<file path="src/rtl/apb_master_ctrl_if.sv">
// Command, response and APB bus signals shared by apb_master_ctrl and whatever sits around it.
// The master modport is the controller's view; the slave modport is the surrounding environment.
interface apb_master_ctrl_if #(
    parameter int ADDR_WIDTH = 32,
    parameter int DATA_WIDTH = 32
) ();
    // command channel from the bridge core
    logic                  cmd_valid;
    logic                  cmd_ready;
    logic                  cmd_write;
    logic [ADDR_WIDTH-1:0] cmd_addr;
    logic [DATA_WIDTH-1:0] cmd_wdata;
    logic [3:0]            cmd_strb;
    logic [2:0]            cmd_prot;

    // response channel back to the bridge core
    logic                  rsp_valid;
    logic                  rsp_ready;
    logic [DATA_WIDTH-1:0] rsp_rdata;
    logic                  rsp_err;

    // APB side, two slaves sharing address/data/control
    logic                  PSEL_S0;
    logic                  PSEL_S1;
    logic                  PENABLE;
    logic                  PWRITE;
    logic [2:0]            PPROT;
    logic [ADDR_WIDTH-1:0] PADDR;
    logic [DATA_WIDTH-1:0] PWDATA;
    logic [3:0]            PSTRB;
    logic [DATA_WIDTH-1:0] PRDATA_S0;
    logic [DATA_WIDTH-1:0] PRDATA_S1;
    logic                  PREADY_S0;
    logic                  PREADY_S1;
    logic                  PSLVERR_S0;
    logic                  PSLVERR_S1;

    modport master (
        input  cmd_valid, cmd_write, cmd_addr, cmd_wdata, cmd_strb, cmd_prot,
        output cmd_ready,
        output rsp_valid, rsp_rdata, rsp_err,
        input  rsp_ready,
        output PSEL_S0, PSEL_S1, PENABLE, PWRITE, PPROT, PADDR, PWDATA, PSTRB,
        input  PRDATA_S0, PRDATA_S1, PREADY_S0, PREADY_S1, PSLVERR_S0, PSLVERR_S1
    );

    modport slave (
        output cmd_valid, cmd_write, cmd_addr, cmd_wdata, cmd_strb, cmd_prot,
        input  cmd_ready,
        input  rsp_valid, rsp_rdata, rsp_err,
        output rsp_ready,
        input  PSEL_S0, PSEL_S1, PENABLE, PWRITE, PPROT, PADDR, PWDATA, PSTRB,
        output PRDATA_S0, PRDATA_S1, PREADY_S0, PREADY_S1, PSLVERR_S0, PSLVERR_S1
    );
endinterface

</file>
<file path="src/rtl/apb_master_ctrl.sv">
// apb_master_ctrl: single-outstanding APB requester. Takes one command, decodes it to one of
// two slaves, runs SETUP/ACCESS with a bounded wait on PREADY and hands back data/error status.
module apb_master_ctrl #(
    parameter int                    ADDR_WIDTH     = 32,
    parameter int                    DATA_WIDTH     = 32,
    parameter logic [ADDR_WIDTH-1:0] A_START_SLAVE0 = ADDR_WIDTH'(32'h0000_1000),
    parameter logic [ADDR_WIDTH-1:0] A_END_SLAVE0   = ADDR_WIDTH'(32'h0000_1FFF),
    parameter logic [ADDR_WIDTH-1:0] A_START_SLAVE1 = ADDR_WIDTH'(32'h0000_2000),
    parameter logic [ADDR_WIDTH-1:0] A_END_SLAVE1   = ADDR_WIDTH'(32'h0000_2FFF),
    parameter int                    TIMEOUT_CYCLES = 16
) (
    input logic               PCLK,
    input logic               PRESET,
    apb_master_ctrl_if.master bus
);
    // The counter only has to reach TIMEOUT_CYCLES-2: the ACCESS cycle that sees that value
    // with PREADY still low is the last one allowed.
    localparam int             CNT_W    = (TIMEOUT_CYCLES > 2) ? $clog2(TIMEOUT_CYCLES) : 1;
    localparam logic [CNT_W-1:0] CNT_LAST = CNT_W'(TIMEOUT_CYCLES - 2);

    typedef enum logic [1:0] {IDLE, SETUP, ACCESS, RESP} state_t;

    state_t                state;
    state_t                state_next;
    logic                  take_cmd;
    logic                  decode_miss;
    logic                  slave_done;
    logic                  timed_out;
    logic                  hit_s0;
    logic                  hit_s1;
    logic                  sel_s1_q;
    logic [CNT_W-1:0]      tmo_count;
    logic                  sel_pready;
    logic                  sel_pslverr;
    logic [DATA_WIDTH-1:0] sel_prdata;
    logic [ADDR_WIDTH-1:0] paddr_q;
    logic [DATA_WIDTH-1:0] pwdata_q;
    logic [3:0]            pstrb_q;
    logic [2:0]            pprot_q;
    logic                  pwrite_q;
    logic [DATA_WIDTH-1:0] rsp_rdata_q;
    logic                  rsp_err_q;

    // Inclusive address windows; slave 0 takes priority should the windows ever overlap.
    assign hit_s0 = (bus.cmd_addr >= A_START_SLAVE0) && (bus.cmd_addr <= A_END_SLAVE0);
    assign hit_s1 = (bus.cmd_addr >= A_START_SLAVE1) && (bus.cmd_addr <= A_END_SLAVE1);

    // Only the selected slave's return signals are looked at.
    assign sel_pready  = sel_s1_q ? bus.PREADY_S1  : bus.PREADY_S0;
    assign sel_pslverr = sel_s1_q ? bus.PSLVERR_S1 : bus.PSLVERR_S0;
    assign sel_prdata  = sel_s1_q ? bus.PRDATA_S1  : bus.PRDATA_S0;

    assign bus.cmd_ready = (state == IDLE);
    assign bus.rsp_valid = (state == RESP);
    assign bus.rsp_rdata = rsp_rdata_q;
    assign bus.rsp_err   = rsp_err_q;
    assign bus.PSEL_S0   = ((state == SETUP) || (state == ACCESS)) && !sel_s1_q;
    assign bus.PSEL_S1   = ((state == SETUP) || (state == ACCESS)) && sel_s1_q;
    assign bus.PENABLE   = (state == ACCESS);
    assign bus.PWRITE    = pwrite_q;
    assign bus.PPROT     = pprot_q;
    assign bus.PADDR     = paddr_q;
    assign bus.PWDATA    = pwdata_q;
    assign bus.PSTRB     = pstrb_q;

    // State register.
    always_ff @(posedge PCLK) begin
        if (PRESET) begin
            state <= IDLE;
        end else begin
            state <= state_next;
        end
    end

    // Next-state decode plus the one-cycle events that steer the datapath registers.
    always_comb begin
        state_next  = state;
        take_cmd    = 1'b0;
        decode_miss = 1'b0;
        slave_done  = 1'b0;
        timed_out   = 1'b0;
        case (state)
            IDLE: begin
                if (bus.cmd_valid) begin
                    take_cmd = 1'b1;
                    if (hit_s0 || hit_s1) begin
                        state_next = SETUP;
                    end else begin
                        decode_miss = 1'b1;
                        state_next  = RESP;
                    end
                end
            end
            SETUP: begin
                state_next = ACCESS;
            end
            ACCESS: begin
                if (sel_pready) begin
                    slave_done = 1'b1;
                    state_next = RESP;
                end else if (tmo_count == CNT_LAST) begin
                    timed_out  = 1'b1;
                    state_next = RESP;
                end
            end
            RESP: begin
                if (bus.rsp_ready) begin
                    state_next = IDLE;
                end
            end
            default: begin
                state_next = IDLE;
            end
        endcase
    end

    // Wait-state counter: runs while ACCESS continues, cleared whenever ACCESS is left.
    always_ff @(posedge PCLK) begin
        if (PRESET) begin
            tmo_count <= '0;
        end else if ((state == ACCESS) && (state_next == ACCESS)) begin
            tmo_count <= tmo_count + 1'b1;
        end else begin
            tmo_count <= '0;
        end
    end

    // Command capture into the APB drive registers and response capture at the end of a transfer.
    always_ff @(posedge PCLK) begin
        if (PRESET) begin
            paddr_q     <= '0;
            pwdata_q    <= '0;
            pstrb_q     <= '0;
            pprot_q     <= '0;
            pwrite_q    <= 1'b0;
            sel_s1_q    <= 1'b0;
            rsp_rdata_q <= '0;
            rsp_err_q   <= 1'b0;
        end else begin
            if (take_cmd) begin
                paddr_q  <= bus.cmd_addr;
                pwdata_q <= bus.cmd_wdata;
                pprot_q  <= bus.cmd_prot;
                pwrite_q <= bus.cmd_write;
                pstrb_q  <= bus.cmd_write ? bus.cmd_strb : 4'b0000;
                sel_s1_q <= !hit_s0 && hit_s1;
            end
            if (decode_miss || timed_out) begin
                rsp_err_q   <= 1'b1;
                rsp_rdata_q <= '0;
            end else if (slave_done) begin
                rsp_err_q   <= sel_pslverr;
                rsp_rdata_q <= pwrite_q ? '0 : sel_prdata;
            end
        end
    end
endmodule

</file>
<file path="src/flat_wrapper.sv">
// flat-port wrapper written by rule: the top's interface ports become plain ports
module apb_master_ctrl_flat 
#(
    parameter int                    ADDR_WIDTH     = 32,
    parameter int                    DATA_WIDTH     = 32,
    parameter logic [ADDR_WIDTH-1:0] A_START_SLAVE0 = ADDR_WIDTH'(32'h0000_1000),
    parameter logic [ADDR_WIDTH-1:0] A_END_SLAVE0   = ADDR_WIDTH'(32'h0000_1FFF),
    parameter logic [ADDR_WIDTH-1:0] A_START_SLAVE1 = ADDR_WIDTH'(32'h0000_2000),
    parameter logic [ADDR_WIDTH-1:0] A_END_SLAVE1   = ADDR_WIDTH'(32'h0000_2FFF),
    parameter int                    TIMEOUT_CYCLES = 16
)
  (PCLK, PRESET, bus_cmd_valid, bus_cmd_write, bus_cmd_addr, bus_cmd_wdata, bus_cmd_strb, bus_cmd_prot, bus_cmd_ready, bus_rsp_valid, bus_rsp_rdata, bus_rsp_err, bus_rsp_ready, bus_PSEL_S0, bus_PSEL_S1, bus_PENABLE, bus_PWRITE, bus_PPROT, bus_PADDR, bus_PWDATA, bus_PSTRB, bus_PRDATA_S0, bus_PRDATA_S1, bus_PREADY_S0, bus_PREADY_S1, bus_PSLVERR_S0, bus_PSLVERR_S1);
  apb_master_ctrl_if #(.ADDR_WIDTH(ADDR_WIDTH), .DATA_WIDTH(DATA_WIDTH)) bus_i ();
  input logic PCLK;
  input logic PRESET;
  input wire logic [$bits(bus_i.cmd_valid)-1:0] bus_cmd_valid;
  input wire logic [$bits(bus_i.cmd_write)-1:0] bus_cmd_write;
  input wire logic [$bits(bus_i.cmd_addr)-1:0] bus_cmd_addr;
  input wire logic [$bits(bus_i.cmd_wdata)-1:0] bus_cmd_wdata;
  input wire logic [$bits(bus_i.cmd_strb)-1:0] bus_cmd_strb;
  input wire logic [$bits(bus_i.cmd_prot)-1:0] bus_cmd_prot;
  output wire logic [$bits(bus_i.cmd_ready)-1:0] bus_cmd_ready;
  output wire logic [$bits(bus_i.rsp_valid)-1:0] bus_rsp_valid;
  output wire logic [$bits(bus_i.rsp_rdata)-1:0] bus_rsp_rdata;
  output wire logic [$bits(bus_i.rsp_err)-1:0] bus_rsp_err;
  input wire logic [$bits(bus_i.rsp_ready)-1:0] bus_rsp_ready;
  output wire logic [$bits(bus_i.PSEL_S0)-1:0] bus_PSEL_S0;
  output wire logic [$bits(bus_i.PSEL_S1)-1:0] bus_PSEL_S1;
  output wire logic [$bits(bus_i.PENABLE)-1:0] bus_PENABLE;
  output wire logic [$bits(bus_i.PWRITE)-1:0] bus_PWRITE;
  output wire logic [$bits(bus_i.PPROT)-1:0] bus_PPROT;
  output wire logic [$bits(bus_i.PADDR)-1:0] bus_PADDR;
  output wire logic [$bits(bus_i.PWDATA)-1:0] bus_PWDATA;
  output wire logic [$bits(bus_i.PSTRB)-1:0] bus_PSTRB;
  input wire logic [$bits(bus_i.PRDATA_S0)-1:0] bus_PRDATA_S0;
  input wire logic [$bits(bus_i.PRDATA_S1)-1:0] bus_PRDATA_S1;
  input wire logic [$bits(bus_i.PREADY_S0)-1:0] bus_PREADY_S0;
  input wire logic [$bits(bus_i.PREADY_S1)-1:0] bus_PREADY_S1;
  input wire logic [$bits(bus_i.PSLVERR_S0)-1:0] bus_PSLVERR_S0;
  input wire logic [$bits(bus_i.PSLVERR_S1)-1:0] bus_PSLVERR_S1;
  assign bus_i.cmd_valid = bus_cmd_valid;
  assign bus_i.cmd_write = bus_cmd_write;
  assign bus_i.cmd_addr = bus_cmd_addr;
  assign bus_i.cmd_wdata = bus_cmd_wdata;
  assign bus_i.cmd_strb = bus_cmd_strb;
  assign bus_i.cmd_prot = bus_cmd_prot;
  assign bus_cmd_ready = bus_i.cmd_ready;
  assign bus_rsp_valid = bus_i.rsp_valid;
  assign bus_rsp_rdata = bus_i.rsp_rdata;
  assign bus_rsp_err = bus_i.rsp_err;
  assign bus_i.rsp_ready = bus_rsp_ready;
  assign bus_PSEL_S0 = bus_i.PSEL_S0;
  assign bus_PSEL_S1 = bus_i.PSEL_S1;
  assign bus_PENABLE = bus_i.PENABLE;
  assign bus_PWRITE = bus_i.PWRITE;
  assign bus_PPROT = bus_i.PPROT;
  assign bus_PADDR = bus_i.PADDR;
  assign bus_PWDATA = bus_i.PWDATA;
  assign bus_PSTRB = bus_i.PSTRB;
  assign bus_i.PRDATA_S0 = bus_PRDATA_S0;
  assign bus_i.PRDATA_S1 = bus_PRDATA_S1;
  assign bus_i.PREADY_S0 = bus_PREADY_S0;
  assign bus_i.PREADY_S1 = bus_PREADY_S1;
  assign bus_i.PSLVERR_S0 = bus_PSLVERR_S0;
  assign bus_i.PSLVERR_S1 = bus_PSLVERR_S1;
  apb_master_ctrl #(.ADDR_WIDTH(ADDR_WIDTH), .DATA_WIDTH(DATA_WIDTH), .A_START_SLAVE0(A_START_SLAVE0), .A_END_SLAVE0(A_END_SLAVE0), .A_START_SLAVE1(A_START_SLAVE1), .A_END_SLAVE1(A_END_SLAVE1), .TIMEOUT_CYCLES(TIMEOUT_CYCLES)) u_core (.PCLK(PCLK), .PRESET(PRESET), .bus(bus_i));
endmodule
</file>
<file path="config.mk">
export PLATFORM = sky130hd
export DESIGN_NAME = apb_master_ctrl_flat
export DESIGN_NICKNAME = d
export VERILOG_FILES = /design/src/rtl/apb_master_ctrl_if.sv /design/src/rtl/apb_master_ctrl.sv /design/src/flat_wrapper.sv
export SDC_FILE = /design/constraint.sdc
export NUM_CORES = 1
export LEC_CHECK = 0
export CAP_MARGIN = 20
export CORE_AREA = 2 2 99 101
export DETAILED_ROUTE_END_ITERATION = 8
export DIE_AREA = 0 0 101 103
export DONT_BUFFER_PORTS = 1
export PLACE_DENSITY = 0.69
export SETUP_SLACK_MARGIN = 0.4
export SLEW_MARGIN = 20
export SYNTH_ARGS = -nofsm -noshare
export SYNTH_HDL_FRONTEND = slang
export SYNTH_SLANG_ARGS = --single-unit
</file>
<file path="constraint.sdc">
create_clock -name PCLK -period 5 [get_ports PCLK]
set_input_delay 0.25 -clock PCLK [delete_from_list [all_inputs] [get_ports PCLK]]
set_output_delay 0.25 -clock PCLK [all_outputs]
set_load 0.03 [all_outputs]
</file>
==> results of run 1 <==
Yosys cell counts, types with 2 or more instances:
| cell | count | area (µm²) |
|---|---|---|
| inv_1 | 5 | 18.8 |
| clkbuf_1 | 32 | 120 |
| nand2_1 | 144 | 541 |
| nand3_1 | 7 | 35.0 |
| buf_1 | 7 | 26.3 |
| o31a_1 | 2 | 17.5 |
| nor2b_1 | 2 | 12.5 |
| and2_1 | 2 | 12.5 |
| buf_2 | 4 | 20.0 |
| a21oi_1 | 76 | 380 |
| ha_1 | 6 | 75.1 |
| xor2_1 | 2 | 17.5 |
| nor4_1 | 2 | 12.5 |
| nor2_1 | 39 | 146 |
| o21ai_0 | 3 | 15.0 |
| mux2i_1 | 64 | 641 |
| or4_1 | 3 | 22.5 |
| dfxtp_1 | 112 | 2240 |
| nand3b_1 | 2 | 15.0 |
| nor4_2 | 30 | 375 |
| buf_6 | 3 | 33.8 |
metal layers:
| layer | GRT usage | vias to the layer above | wire length, µm |
|---|---|---|---|
| met5 | 0 | - | 0 |
| met4 | 0.104 | 0 | 318 |
| met3 | 0.0834 | 20 | 1300 |
| met2 | 0.390 | 192 | 6200 |
| met1 | 0.250 | 1830 | 4800 |
| li1 | - | 1948 | - |
logic make-up after synthesis:
kind of cell / Yosys count / synth area share
muxes: 65 / 0.133
adders and majority gates: 6 / 0.0153
and+or+nand+nor: 237 / 0.251
DFF: 112 / 0.457
xor gates and xnor gates: 3 / 0.00536
buffers and inverters: 51 / 0.0446
AOI/OAI and AO/OA: 85 / 0.0941
per-stage QoR:
step	hold slack, ns	total power, mW	cells
2_1_floorplan	0.386	1.65	559
3_5_place_dp	0.331	1.72	631
3_3_place_gp	0.328	1.70	631
6_report	0.0158	2.22	706
4_1_cts	0.000103	2.24	705
5_1_grt	0.00133	2.34	706
report_power, final:
part           switching [mW]  internal [mW]  total, mW
logic                   0.332          0.179      0.511
registers               0.255          0.991       1.25
clock network           0.291          0.176      0.467
total                   0.878           1.35       2.22
sequential cells by signal, summed over array words and instances (netlist names):
| signal | flops |
|---|---|
| u_core.bus.PADDR | 32 |
| u_core.bus.rsp_rdata | 32 |
| u_core.bus.PSTRB | 4 |
| u_core.sel_s1_q | 1 |
| u_core.tmo_count | 4 |
| u_core.bus.rsp_err | 1 |
| u_core.bus.PPROT | 3 |
| u_core.bus.PWRITE | 1 |
| u_core.bus.PWDATA | 32 |
| u_core.state | 2 |
worst max path at each step:
stage / from / end / slack, ns / cells past startpoint
final: u_core.sel_s1_q / u_core.bus.rsp_rdata[15] / 2.19 / 4
after global routing: u_core.sel_s1_q / u_core.bus.rsp_rdata[15] / 1.99 / 4
after CTS: u_core.sel_s1_q / u_core.bus.rsp_rdata[15] / 2.15 / 4
after detailed placement: u_core.sel_s1_q / u_core.bus.rsp_rdata[15] / 2.16 / 4
after global placement: u_core.sel_s1_q / u_core.bus.rsp_rdata[15] / 2.26 / 4
after floorplan: u_core.state[0] / u_core.bus.rsp_rdata[0] / 2.96 / 7
cell type report:
class	instances	area [µm²]	share of cell area
Multi-Input combinational cell	396	2460	0.432
Sequential cell	112	2240	0.394
Timing Repair Buffer	65	676	0.119
Tap cell	114	143	0.0250
Clock buffer	9	124	0.0217
Clock inverter	5	33.8	0.00593
Inverter	5	18.8	0.00329
worst max-delay path: stages, from the launching register on:
cell and delay, ns:
dfxtp_2 1.00, mux2_2 0.48, nand2_2 0.74, mux2i_1 0.20
nor4_2 0.27
==> impl_metrics.csv, run 1 <==
group,metric,value,unit
timing,fmax,0.355,GHz
synth,seq_area_frac_synth,0.457,
grt,gr-total-overflow,0,
timing,timing.final.ws_setup,2.19,ns
cells_and_area,stdcell_area,5700,µm²
clock_network,clock_sinks,112,
floorplan,dieArea,10400,µm²
clock_network,cts_root_buf,"clkbuf_8",
timing,finalMaxSlewViolations,0,
status,run_status,"finished, final reports clean",
floorplan,fp.dieW,101,µm
placed_design,place_area,4890,µm²
timing,finClkSkew,0.0128,ns
routing,viasPerCell,5.65,
min_path,min_path_type,"in -> reg",
min_path,min_to,"u_core.bus.PWDATA[7]",
routing,wire_per_inst,17.9,µm
placed_design,globalplace.congestion,0.753,
routing,drtIter0Drc,127,
clock_network,clock_path_buffers,2,
synth,synth_cell_types,33,
cells_and_area,nFillCells,789,
placed_design,io_buffers,0,
critical_path,start_kind,"flip-flop",
critical_path,r2r-start,"u_core.sel_s1_q",
critical_path,worstPathMaxFanout,38,
pwr,p_leak,2.15,nW
clock_network,htreeDepth,3,
routing,drt_first_pass_iters,4,
floorplan,ioPinCount,254,
routing,drc_errors,0,
synth,async_reset_ff_frac,0,
grt,grt_pass1_vias,3834,
critical_path,arrival,3.10,ns
clock_network,clock_latency,0.37,ns
grt,grt_pass1_wl,18400,µm
synth,yosysWarnings,0,
clock_network,cts.hold.buffers_added,60,
synth,syn-num-nets,709,
critical_path,endpoint_kind,"flip-flop",
placed_design,hpwl,7810,µm
pwr,p_per_area,391,nW/µm²
routing,routed_wl,12600,µm
critical_path,worstPathRequired,5.28,ns
min_path,whs_path_depth,2,
cells_and_area,fin_util,0.602,
job,maxCapViolations,0,
timing,finalCritPeriodShare,0.563,
synth,synth-main-ff-cell,"dfxtp_1",
synth,synth_area,4910,µm²
timing,slew_headroom,0.316,
cells_and_area,final_common_cell,"nand2_1",
timing,setup_tns,0,ns
critical_path,r2r_slack,2.19,ns
pwr,vdd_drop_max,0.255,mV
cells_and_area,drive_gt1_frac,0.0997,
grt,grt_usage,0.226,
clock_network,path_clk_slew,0.10,ns
clock_network,post_cts_buffers,0,
cells_and_area,diodes,0,
grt,antenna_found_initial,0,
clock_network,cts_tree,"yes",
clock_network,cts_buffers,9,
cells_and_area,finalNetCount,739,
routing,antenna_left,0,
synth,synth_edf_count,0,
critical_path,r2r-end,"u_core.bus.rsp_rdata[15]",
floorplan,coreArea,9460,µm²
clock_network,cts_resized,0,
synth,synthCells,559,
timing,rsz0062_at_grt,"false",
floorplan,num_rows,36,
timing,period_minus_slack,2.81,ns
timing,finalSetupViolations,0,
grt,grt_max_degree,106,
placed_design,pre_cts_ws,2.16,ns
cells_and_area,layout_common_cells,"142 x nand2_1, 111 x dfxtp_1, 76 x a21oi_1, 64 x mux2i_1, 59 x dlygate4sd3_1",
floorplan,die_y,103,µm
cells_and_area,syn_to_final_growth,16.1,%
synth,ys_ff_latch,112,
routing,dr_total_vias,3990,
min_path,min_from,"bus_cmd_wdata[7]",
timing,tightest_slew,1.03,ns
critical_path,reg2reg_depth,4,
timing,finalHoldViolations,0,
critical_path,path_class,"reg -> reg",
floorplan,initial_core_util,0.519,
synth,avgSynthCellArea,8.78,µm²
Note: power is estimated with default switching activity, not from simulation.
==> run 2: changes to the inputs <==
CORE_AREA = 2 2 97 99   (was 2 2 99 101)
DIE_AREA = 0 0 99 101   (was 0 0 101 103)
PLACE_DENSITY = 0.71   (was 0.69)
clock period = 2.9 ns   (was 5 ns; I/O delays follow)
==> impl_metrics.csv, run 2 (same netlist as run 1, synthesis figures left out) <==
group,metric,value,unit
critical_path,worstPathMaxFanout,74,
timing,finalSetupViolations,0,
placed_design,io_buffers,0,
min_path,min_from,"PRESET",
cells_and_area,finalNetCount,685,
min_path,min_path_type,"in -> reg",
floorplan,die_y,101,µm
clock_network,cts_resized,0,
status,run_status,"complete, but fails checks",
pwr,p_per_area,750,nW/µm²
timing,finalMaxSlewViolations,0,
timing,slew_headroom,0.520,
timing,fmax,0.459,GHz
floorplan,dieArea,10000,µm²
routing,drtIter0Drc,95,
clock_network,cts_root_buf,"clkbuf_8",
floorplan,fp.dieW,99,µm
critical_path,cpPeakStageDelay,0.52,ns
routing,viasPerCell,5.75,
timing,finClkSkew,0.0168,ns
cells_and_area,diodes,0,
clock_network,clock_path_buffers,2,
placed_design,dp_cells,632,
cells_and_area,stdcell_count,651,
timing,rsz0062_at_grt,"false",
floorplan,initial_core_util,0.546,
cells_and_area,final_common_cell,"nand2_1",
pwr,p_leak,1.94,nW
placed_design,hpwl,8140,µm
pwr,power.switching,1.54,mW
critical_path,path_class,"reg -> reg",
grt,gr-total-overflow,0,
critical_path,worstPathRequired,3.18,ns
pwr,switching_share,0.399,
floorplan,num_rows,35,
critical_path,r2r_slack,0.72,ns
routing,antenna_left,0,
cells_and_area,fin_util,0.575,
routing,drc_errors,0,
cells_and_area,layout_common_cells,"142 x nand2_1, 111 x dfxtp_1, 76 x a21oi_1, 64 x mux2i_1, 38 x nor2_1",
timing,tightest_slew,0.719,ns
grt,grt_usage,0.218,
cells_and_area,syn_to_final_growth,5.25,%
min_path,whs_path_depth,1,
pwr,fin_total_pwr,3.87,mW
critical_path,reg2reg_depth,7,
floorplan,coreArea,8980,µm²
clock_network,cts.hold.buffers_added,1,
pwr,internal_power,2.33,mW
routing,wire_per_inst,17.6,µm
routing,drt_first_pass_iters,5,
pwr,power_frac_clock,0.238,
grt,grt_max_degree,107,
routing,routed_wl,11500,µm
cells_and_area,drive_gt1_frac,0.120,
pwr,seqPwrFrac,0.554,
grt,grt_pass1_wl,17500,µm
min_path,min_to,"u_core.bus.PADDR[13]",
critical_path,crit_chain,"inv_1 > ha_1 > nand2_2 > buf_4 > nor3b_1 > nand3_1 > a21oi_1",
timing,period_minus_slack,2.18,ns
timing,finalCritPeriodShare,0.751,
placed_design,globalplace.congestion,0.753,
routing,dr_total_vias,3746,
floorplan,ioPinCount,254,
job,maxCapViolations,0,
pwr,comb_power_share,0.208,
critical_path,r2r-end,"u_core.sel_s1_q",
critical_path,arrival,2.46,ns
timing,setup_tns,0,ns
critical_path,start_kind,"flip-flop",
critical_path,endpoint_kind,"flip-flop",
pwr,vdd_drop_max,0.420,mV
critical_path,r2r-start,"u_core.state[0]",
clock_network,clock_latency,0.36,ns
timing,finalHoldViolations,105,
clock_network,cts_tree,"yes",
clock_network,cts_buffers,9,
grt,antenna_found_initial,0,
timing,fin_hold_ws,-0.173,ns
status,violations,"negative hold slack",
clock_network,htreeDepth,3,
clock_network,path_clk_slew,0.12,ns
grt,grt_pass1_vias,3653,
clock_network,clock_sinks,112,
critical_path,critPathSlowestCell,"ha_1",
[run 2: cell type report]
class / count / area [µm²]
Multi-Input combinational cell: 396 / 2460
Fill cell: 812 / 3810
Tap cell: 111 / 139
Clock inverter: 7 / 82.6
Inverter: 5 / 18.8
Timing Repair Buffer: 11 / 97.6
Sequential cell: 112 / 2240
Clock buffer: 9 / 124
[run 2: worst max path at each step]
stage                               start                        to  cells after the start  slack, ns
after floorplan           u_core.state[0]   u_core.bus.rsp_rdata[0]                      7       0.86
after global placement    u_core.state[0]  u_core.bus.rsp_rdata[16]                      6       0.65
after detailed placement  u_core.state[0]  u_core.bus.rsp_rdata[16]                      6       0.53
after CTS                 u_core.state[0]  u_core.bus.rsp_rdata[20]                      6       0.50
after global routing      u_core.state[0]           u_core.sel_s1_q                      7       0.54
final                     u_core.state[0]           u_core.sel_s1_q                      7       0.72
[run 2: per-stage QoR]
| step | setup WS [ns] | instance area [µm²] |
|---|---|---|
| floorplan | 0.860 | 4910 |
| global placement | 0.654 | 4930 |
| detailed placement | 0.535 | 4930 |
| CTS | 0.500 | 5150 |
| global route | 0.542 | 5160 |
| finish | 0.722 | 5160 |
[run 2: critical path, delay by kind of cell, from the launching register on]
| family | cells | cell delay, ns |
|---|---|---|
| buffers and inverters | 2 | 0.51 |
| and+or+nand+nor | 3 | 0.53 |
| DFF | 1 | 0.37 |
| adders and majority gates | 1 | 0.52 |
| AOI/OAI and AO/OA | 1 | 0.17 |
[run 2: repair_timing]
action / 4_1_cts / 5_1_grt
buffers inserted: 0 / 2
endpoints found under the setup margin: 0 / 2
hold endpoints to repair: 106 / 105
[run 2: power groups by stage]
stage	registers [mW]	logic, mW	clock network [mW]
global placement	2.18	0.770	0
global route	2.17	0.897	1.02
detailed placement	2.18	0.800	0
floorplan	2.14	0.694	0
finish	2.15	0.805	0.921
CTS	2.15	0.800	0.956
[run 2: routing by layer]
layer,track usage,up-vias,part of all wire
li1,-,1840,-
met1,0.238,1718,0.37
met2,0.390,176,0.52
met3,0.0798,12,0.10
met4,0.0759,0,0.012
met5,0,-,0
